[config.mk]
export PLATFORM = sky130hd
export DESIGN_NAME = inst_encoder
export DESIGN_NICKNAME = d
export VERILOG_FILES = /design/src/rtl/inst_encoder.sv
export SDC_FILE = /design/constraint.sdc
export NUM_CORES = 1
export LEC_CHECK = 0
export ABC_AREA = 1
export CAP_MARGIN = 15
export CORE_ASPECT_RATIO = 1.5
export CORE_UTILIZATION = 50
export CTS_CLUSTER_DIAMETER = 40
export CTS_CLUSTER_SIZE = 8
export DETAILED_ROUTE_END_ITERATION = 12
export PLACE_DENSITY_LB_ADDON = 0.2
export SKIP_LAST_GASP = 1
export SLEW_MARGIN = 20
export SYNTH_ARGS = -nofsm -noshare
export SYNTH_HDL_FRONTEND = slang
export SYNTH_SLANG_ARGS = --single-unit
[constraint.sdc]
create_clock -name clk -period 5.03 [get_ports clk]
set_input_delay 1.509 -clock clk [delete_from_list [all_inputs] [get_ports clk]]
set_output_delay 1.509 -clock clk [all_outputs]
set_load 0.02 [all_outputs]
[src/rtl/inst_encoder.sv]
// RV32I instruction encoder: packs decoded fields into a 32-bit word and
// streams the words through a small FIFO into instruction memory.
module inst_encoder #(
    parameter int unsigned DEPTH  = 4,
    parameter int unsigned ADDR_W = 8
) (
    input  logic                     clk,
    input  logic                     rst_n,
    input  logic                     clear,
    input  logic                     in_valid,
    output logic                     in_ready,
    input  logic [2:0]               fmt,
    input  logic [6:0]               opCODE,
    input  logic [4:0]               wR,
    input  logic [4:0]               rR1,
    input  logic [4:0]               rR2,
    input  logic [2:0]               fun3,
    input  logic [6:0]               fun7,
    input  logic [31:0]              imm,
    output logic                     mem_we,
    output logic [ADDR_W-1:0]        mem_addr,
    output logic [31:0]              mem_wdata,
    input  logic                     mem_ready,
    output logic                     err,
    output logic [$clog2(DEPTH):0]   level
);

    localparam int unsigned AW = $clog2(DEPTH);
    localparam int unsigned LW = AW + 1;

    localparam logic [2:0] FMT_R = 3'd0;
    localparam logic [2:0] FMT_I = 3'd1;
    localparam logic [2:0] FMT_S = 3'd2;
    localparam logic [2:0] FMT_B = 3'd3;
    localparam logic [2:0] FMT_U = 3'd4;
    localparam logic [2:0] FMT_J = 3'd5;

    logic [31:0]   buf_q [DEPTH];
    logic [AW-1:0] wr_ptr;
    logic [AW-1:0] rd_ptr;
    logic          alive;

    logic [31:0]   enc_c;
    logic          legal_c;
    logic          accept_c;
    logic          push_c;
    logic          pop_c;

    // Field packing per instruction format; fmt 6/7 flagged illegal.
    always_comb begin
        enc_c   = 32'd0;
        legal_c = 1'b1;
        case (fmt)
            FMT_R: enc_c = {fun7, rR2, rR1, fun3, wR, opCODE};
            FMT_I: enc_c = {imm[11:0], rR1, fun3, wR, opCODE};
            FMT_S: enc_c = {imm[11:5], rR2, rR1, fun3, imm[4:0], opCODE};
            FMT_B: enc_c = {imm[12], imm[10:5], rR2, rR1, fun3, imm[4:1], imm[11], opCODE};
            FMT_U: enc_c = {imm[31:12], wR, opCODE};
            FMT_J: enc_c = {imm[20], imm[10:1], imm[11], imm[19:12], wR, opCODE};
            default: legal_c = 1'b0;
        endcase
    end

    // alive keeps in_ready low while in reset; full blocks accepts even on a pop.
    assign in_ready  = alive && !clear && (level < LW'(DEPTH));
    assign accept_c  = in_valid && in_ready;
    assign push_c    = accept_c && legal_c;
    assign mem_we    = (level != '0);
    assign pop_c     = mem_we && mem_ready && !clear;
    assign mem_wdata = buf_q[rd_ptr];

    // Payload storage carries no reset.
    always_ff @(posedge clk) begin
        if (push_c) begin
            buf_q[wr_ptr] <= enc_c;
        end
    end

    always_ff @(posedge clk or negedge rst_n) begin
        if (!rst_n) begin
            alive    <= 1'b0;
            wr_ptr   <= '0;
            rd_ptr   <= '0;
            level    <= '0;
            mem_addr <= '0;
            err      <= 1'b0;
        end else if (clear) begin
            alive    <= 1'b1;
            wr_ptr   <= '0;
            rd_ptr   <= '0;
            level    <= '0;
            mem_addr <= '0;
            err      <= 1'b0;
        end else begin
            alive <= 1'b1;
            if (push_c) begin
                wr_ptr <= wr_ptr + AW'(1);
            end
            if (pop_c) begin
                rd_ptr   <= rd_ptr + AW'(1);
                mem_addr <= mem_addr + ADDR_W'(1);
            end
            case ({push_c, pop_c})
                2'b10:   level <= level + LW'(1);
                2'b01:   level <= level - LW'(1);
                default: level <= level;
            endcase
            if (accept_c && !legal_c) begin
                err <= 1'b1;
            end
        end
    end

endmodule
* Word level (Yosys, flattened, before mapping)
Memories as Yosys holds them, arrays and structs flattened.
Index checks and enable logic that the tools add are counted.
** Word-level totals
- Register bits after elaboration :: 17
- Bits in writable memories :: 128
- Input port bits :: 72
- Output and inout bits :: 46
- Word-level logic and storage cells :: 50
- Memories kept :: 1
** Cells by class
- $add $sub $neg :: 5
- $lt $le $gt $ge :: 1
- Equal/unequal tests :: 7
- Mux-type cells :: 14
- Reduce and logical (&&, ||, !) cells :: 16
** Memory list
- buf_q :: depth 4, width 32, rd ports 1, clocked after Yosys merged registers in 0, write ports 1, RTL line 38 : logic [31:0] buf_q [DEPTH];
** Operators by type and width (count)
- $pmux W32 S6 :: 1
- $mux W8 :: 2
- $add A8 B1 Y8 const B :: 1
- $mux W2 :: 4
- $logic_and A1 B1 Y1 :: 7
- $eq A3 B2 Y1 const B :: 2
- $eq A3 B3 Y1 const B :: 2
- $pmux W3 S2 :: 1
- $reduce_bool A2 Y1 :: 3
- $reduce_bool A3 Y1 :: 2
- $reduce_or A6 Y1 :: 1
- $mux W1 :: 5
- $add A2 B1 Y2 const B :: 2
- $add A3 B1 Y3 const B :: 1
- $eq A3 B1 Y1 const B :: 1
- $logic_not A3 Y1 :: 1
- $lt A3 B3 Y1 const B :: 1
- $mux W3 :: 1
- $sub A3 B1 Y3 const B :: 1
- $eq A2 B1 Y1 const B :: 1
- $eq A2 B2 Y1 const B :: 1
- $logic_not A1 Y1 :: 2

* Logic depth before layout (Yosys ltp)
- Depth after elaboration :: 8
- Gate-level depth with buffers :: 11
- Depth with buffers taken out :: 10

* Worst setup path before layout
OpenSTA, ideal clock, no wires.
- Path type :: input to register
- Start :: in fmt[1]
- End :: mem buf_q[0][0] (enable)
- Library setup time :: 0.421 ns
- Arrival time :: 3.324 ns
- Required time :: 4.609 ns
- Slack :: 1.285 ns
- Stages :: 4
- Buffers on the path :: 1
- Path through :: buf_4 nand2_2 nand4_2 nor2_1
** On the way
- Cells in the longest elaborated chain, start to end :: 6
- Elaborated cells between the ends (all ways) :: 11
- Classes of those cells :: eq/ne: 5; mux: 3; reduce/logical: 3
** Ends and longest elaborated chain
- from (decl) :: RTL line 12 : input logic [2:0] fmt,
- $eq A3 B3 Y1 (tied with other cells) :: RTL line 53 : case (fmt)
- $reduce_or A6 Y1 (no line) *
- $mux W1 * :: RTL line 53
- $logic_and A1 B1 Y1 * :: RTL line 67 : assign push_c = accept_c && legal_c;
- $mux W1 * :: RTL line 74 : if (push_c) begin
- $mux W1 (implied by the code) * :: RTL line 75 : buf_q[wr_ptr] <= enc_c;
- to (decl) :: RTL line 38
Mark *: on every way between the ends. The rest lies on a longest branch, timed or not.

* Final worst setup path
- Start :: in clear
- End :: out in_ready
** On the way
- Cells in the longest elaborated chain, start to end :: 3
** Ends and longest elaborated chain
- from (decl) :: RTL line 9 : input logic clear,
- $logic_not A1 Y1 :: RTL line 65 : assign in_ready = alive && !clear && (level < LW'(DEPTH));
- $logic_and A1 B1 Y1 (2 in a row) :: RTL line 65
- to (decl) :: RTL line 11 : output logic in_ready,
No other way between the ends.

==> impl_metrics.py <==
metrics = {
    "floorplanning": {
        "start_util_pct": 51.8,
        "die_height_um": 139,
        "num_rows": 49,
        "die_w_um": 93.3,
        "core_area_mm2": 0.0121,
        "ioPinCount": 118,
        "die_area_mm2": 0.0130,
    },
    "routing": {
        "dr.pass1.iters": 5,
        "wl_per_cell_um": 18.0,
        "drc": 0,
        "dr_total_vias": 4684,
        "drt_iter0_drc": 364,
        "routed_via_density": 5.60,
        "routed_wl_um": 15000,
        "ant_nets": 0,
    },
    "worst_setup_path": {
        "critPathBufInv": 3,
        "crit_type": "input port to output port",
        "critical_path_required_ns": 3.52,
        "crit_family": "buffers and inverters",
        "crit_chain": "clkdlybuf4s50_1 -> inv_1 -> nand2_1 -> nor2_1 -> clkdlybuf4s50_1",
        "arrival_ns": 2.98,
        "critPathMaxStageDelay_ns": 0.63,
        "reg2reg_slack_ns": 2.85,
        "critical_path.startpoint_type": "input port",
        "crit_fanout": 5,
        "crit_top_cell": "clkdlybuf4s50_1",
        "cp-end-kind": "output port",
        "slowest_stage": "clkdlybuf4s50_1",
    },
    "sta": {
        "hold_violations": 0,
        "fmax_mhz": 223,
        "period_share_pct": 89.3,
        "fin_crit_ns": 4.49,
        "timing.hold.ws_ns": 0.495,
        "report.final.slew_viol_count": 0,
        "setup_violations": 0,
        "rsz0062_at_grt": "false",
        "slew_headroom_pct": 27.0,
        "finalSetupTns_ns": 0,
        "tightest_slew_ns": 1.09,
        "clock_skew_ns": 0.0101,
    },
    "clock_network": {
        "cts_made_buffers": 17,
        "ctsResizeCount": 0,
        "holdBufCountCts": 0,
        "clockRootBuffer": "clkbuf_16",
        "cts_tree": "done",
        "clock-sinks": 145,
        "cts_setup_buffers": 0,
        "clk_latency_ns": 0.41,
        "h-tree-depth": 4,
        "cts_buffer_depth": 2,
        "clk_pin_slew_worst_paths_ns": 0.06,
    },
    "logic_synthesis": {
        "syn_area_per_cell_um2": 11.4,
        "synth_area_mm2": 0.00625,
        "synth_edf_count": 128,
        "yosysSeqAreaShare_pct": 68.3,
        "synthFlopType": "edfxtp_1",
        "syn_inst": 550,
        "synthArstFlopShare_pct": 11.7,
        "ys_ff_latch": 145,
        "yosysUniqueCellTypes": 35,
        "synth_warnings": 0,
        "syn_nets": 628,
    },
    "finish": {
        "drive_above_1_share_pct": 8.93,
        "nFillCells": 852,
        "n_antenna_cell": 0,
        "area_growth_pct": 31.8,
        "final_common_cell": "edfxtp_1",
        "finalNetCount": 748,
        "final_cell_mix": "128 x edfxtp_1, 117 x clkdlybuf4s50_1, 83 x nand2_1",
    },
    "power": {
        "p_per_area_mw_per_mm2": 436,
        "report.power.total_w": 0.00360,
        "leakagePower_nw": 3.07,
        "ir_drop_uv": 309,
    },
    "place": {
        "dp.final_hpwl_um": 9450,
        "io_buffers": 117,
        "gp_congestion": 0.815,
    },
    "grt": {
        "gr-total-overflow": 0,
        "grt_pass1_wl_um": 23400,
        "antenna_found_initial": 0,
        "grt_max_degree": 66,
        "grtUsageTotal_pct": 24.1,
        "grt_pass1_vias": 4733,
    },
    "worst_hold_path": {
        "hold_class": "flop to flop",
    },
    "run": {
        "max-cap-violations": 0,
    },
    "status": {
        "status": "completed",
    },
}
## stage by stage
step	util (%)	setup slack [ns]	instance area [um^2]	instances
after detailed placement	63.1	0.556	7620	804
final	68.2	0.537	8240	836
after global placement	63.1	0.565	7620	804
after floorplan	-	1.29	6250	550
after global routing	68.2	0.478	8240	836
after CTS	68.2	0.541	8240	836
## worst reg2reg max path, cell delays in order, from the launching register on
cell     delay (ns)
dfrtp_1        0.46
nor2_2         0.18
nand4_2        0.34
nor2_4         0.65
buf_12         0.25
## state kept, by name, indices dropped and copies added, names as in the netlist
| name | flops |
|---|---|
| err | 1 |
| level | 3 |
| mem_addr | 8 |
| buf_q | 128 |
| wr_ptr | 2 |
| rd_ptr | 2 |
| alive | 1 |
## cells by family after synthesis
family          synth area share, %
buf+inv                        4.08
simple gates                   15.2
xor+xnor                      0.420
flops                          68.3
other cells                  0.0600
compound gates                 10.7
fa+ha+maj                      1.32
## worst paths after layout
kind                        startpoint  depth (start not counted)      endpoint
setup / recovery                 clear                          5      in_ready
hold / removal             mem_addr[6]                          1   mem_addr[6]
setup reg to reg              level[2]                          4  buf_q[3][30]
hold reg to reg            mem_addr[6]                          1   mem_addr[6]
max in group asynchronous        rst_n                          1     rd_ptr[0]
min in group asynchronous        rst_n                          1   mem_addr[2]
## layout make-up
cell class | instances | area, um^2 | area share, %
Inverter | 33 | 124 | 1.50
Timing Repair Buffer | 127 | 1270 | 15.4
Tap cell | 153 | 191 | 2.32
Multi-Input combinational cell | 346 | 1760 | 21.4
Sequential cell | 145 | 4270 | 51.8
Clock inverter | 12 | 189 | 2.29
Clock buffer | 20 | 437 | 5.30
## cells in the mapped netlist, types with 2 or more instances
master,number,area (um^2)
nor2_4,2,22.5
nor3_1,2,10.0
nand3_1,27,135
nand2_1,83,312
edfxtp_1,128,3840
inv_2,4,15.0
nand4_1,4,25.0
dfrtp_1,17,425
buf_4,5,37.5
o22ai_1,32,200
o21ai_1,2,10.0
xnor2_1,2,17.5
o21ai_0,76,380
buf_2,6,30.0
clkbuf_1,14,52.6
nand2_4,4,45.0
nor2_2,4,25.0
o211ai_1,2,15.0
nand3_4,2,35.0
nor2_1,83,312
ha_1,5,62.6
a21oi_1,5,25.0
inv_1,29,109
## routing by layer
layer	track usage (%)	share of wire [%]	vias up
met5	0	0	-
met4	9.07	2.2	0
met3	4.71	5.9	25
met2	43.7	54	189
met1	27.7	38	2288
li1	-	-	2182
## where the power goes
group	internal, W	switching, W
clock network	0.000874	0.000447
registers	0.00136	0.0000268
logic	0.000363	0.000530
Power figures use the tool's default switching activity.
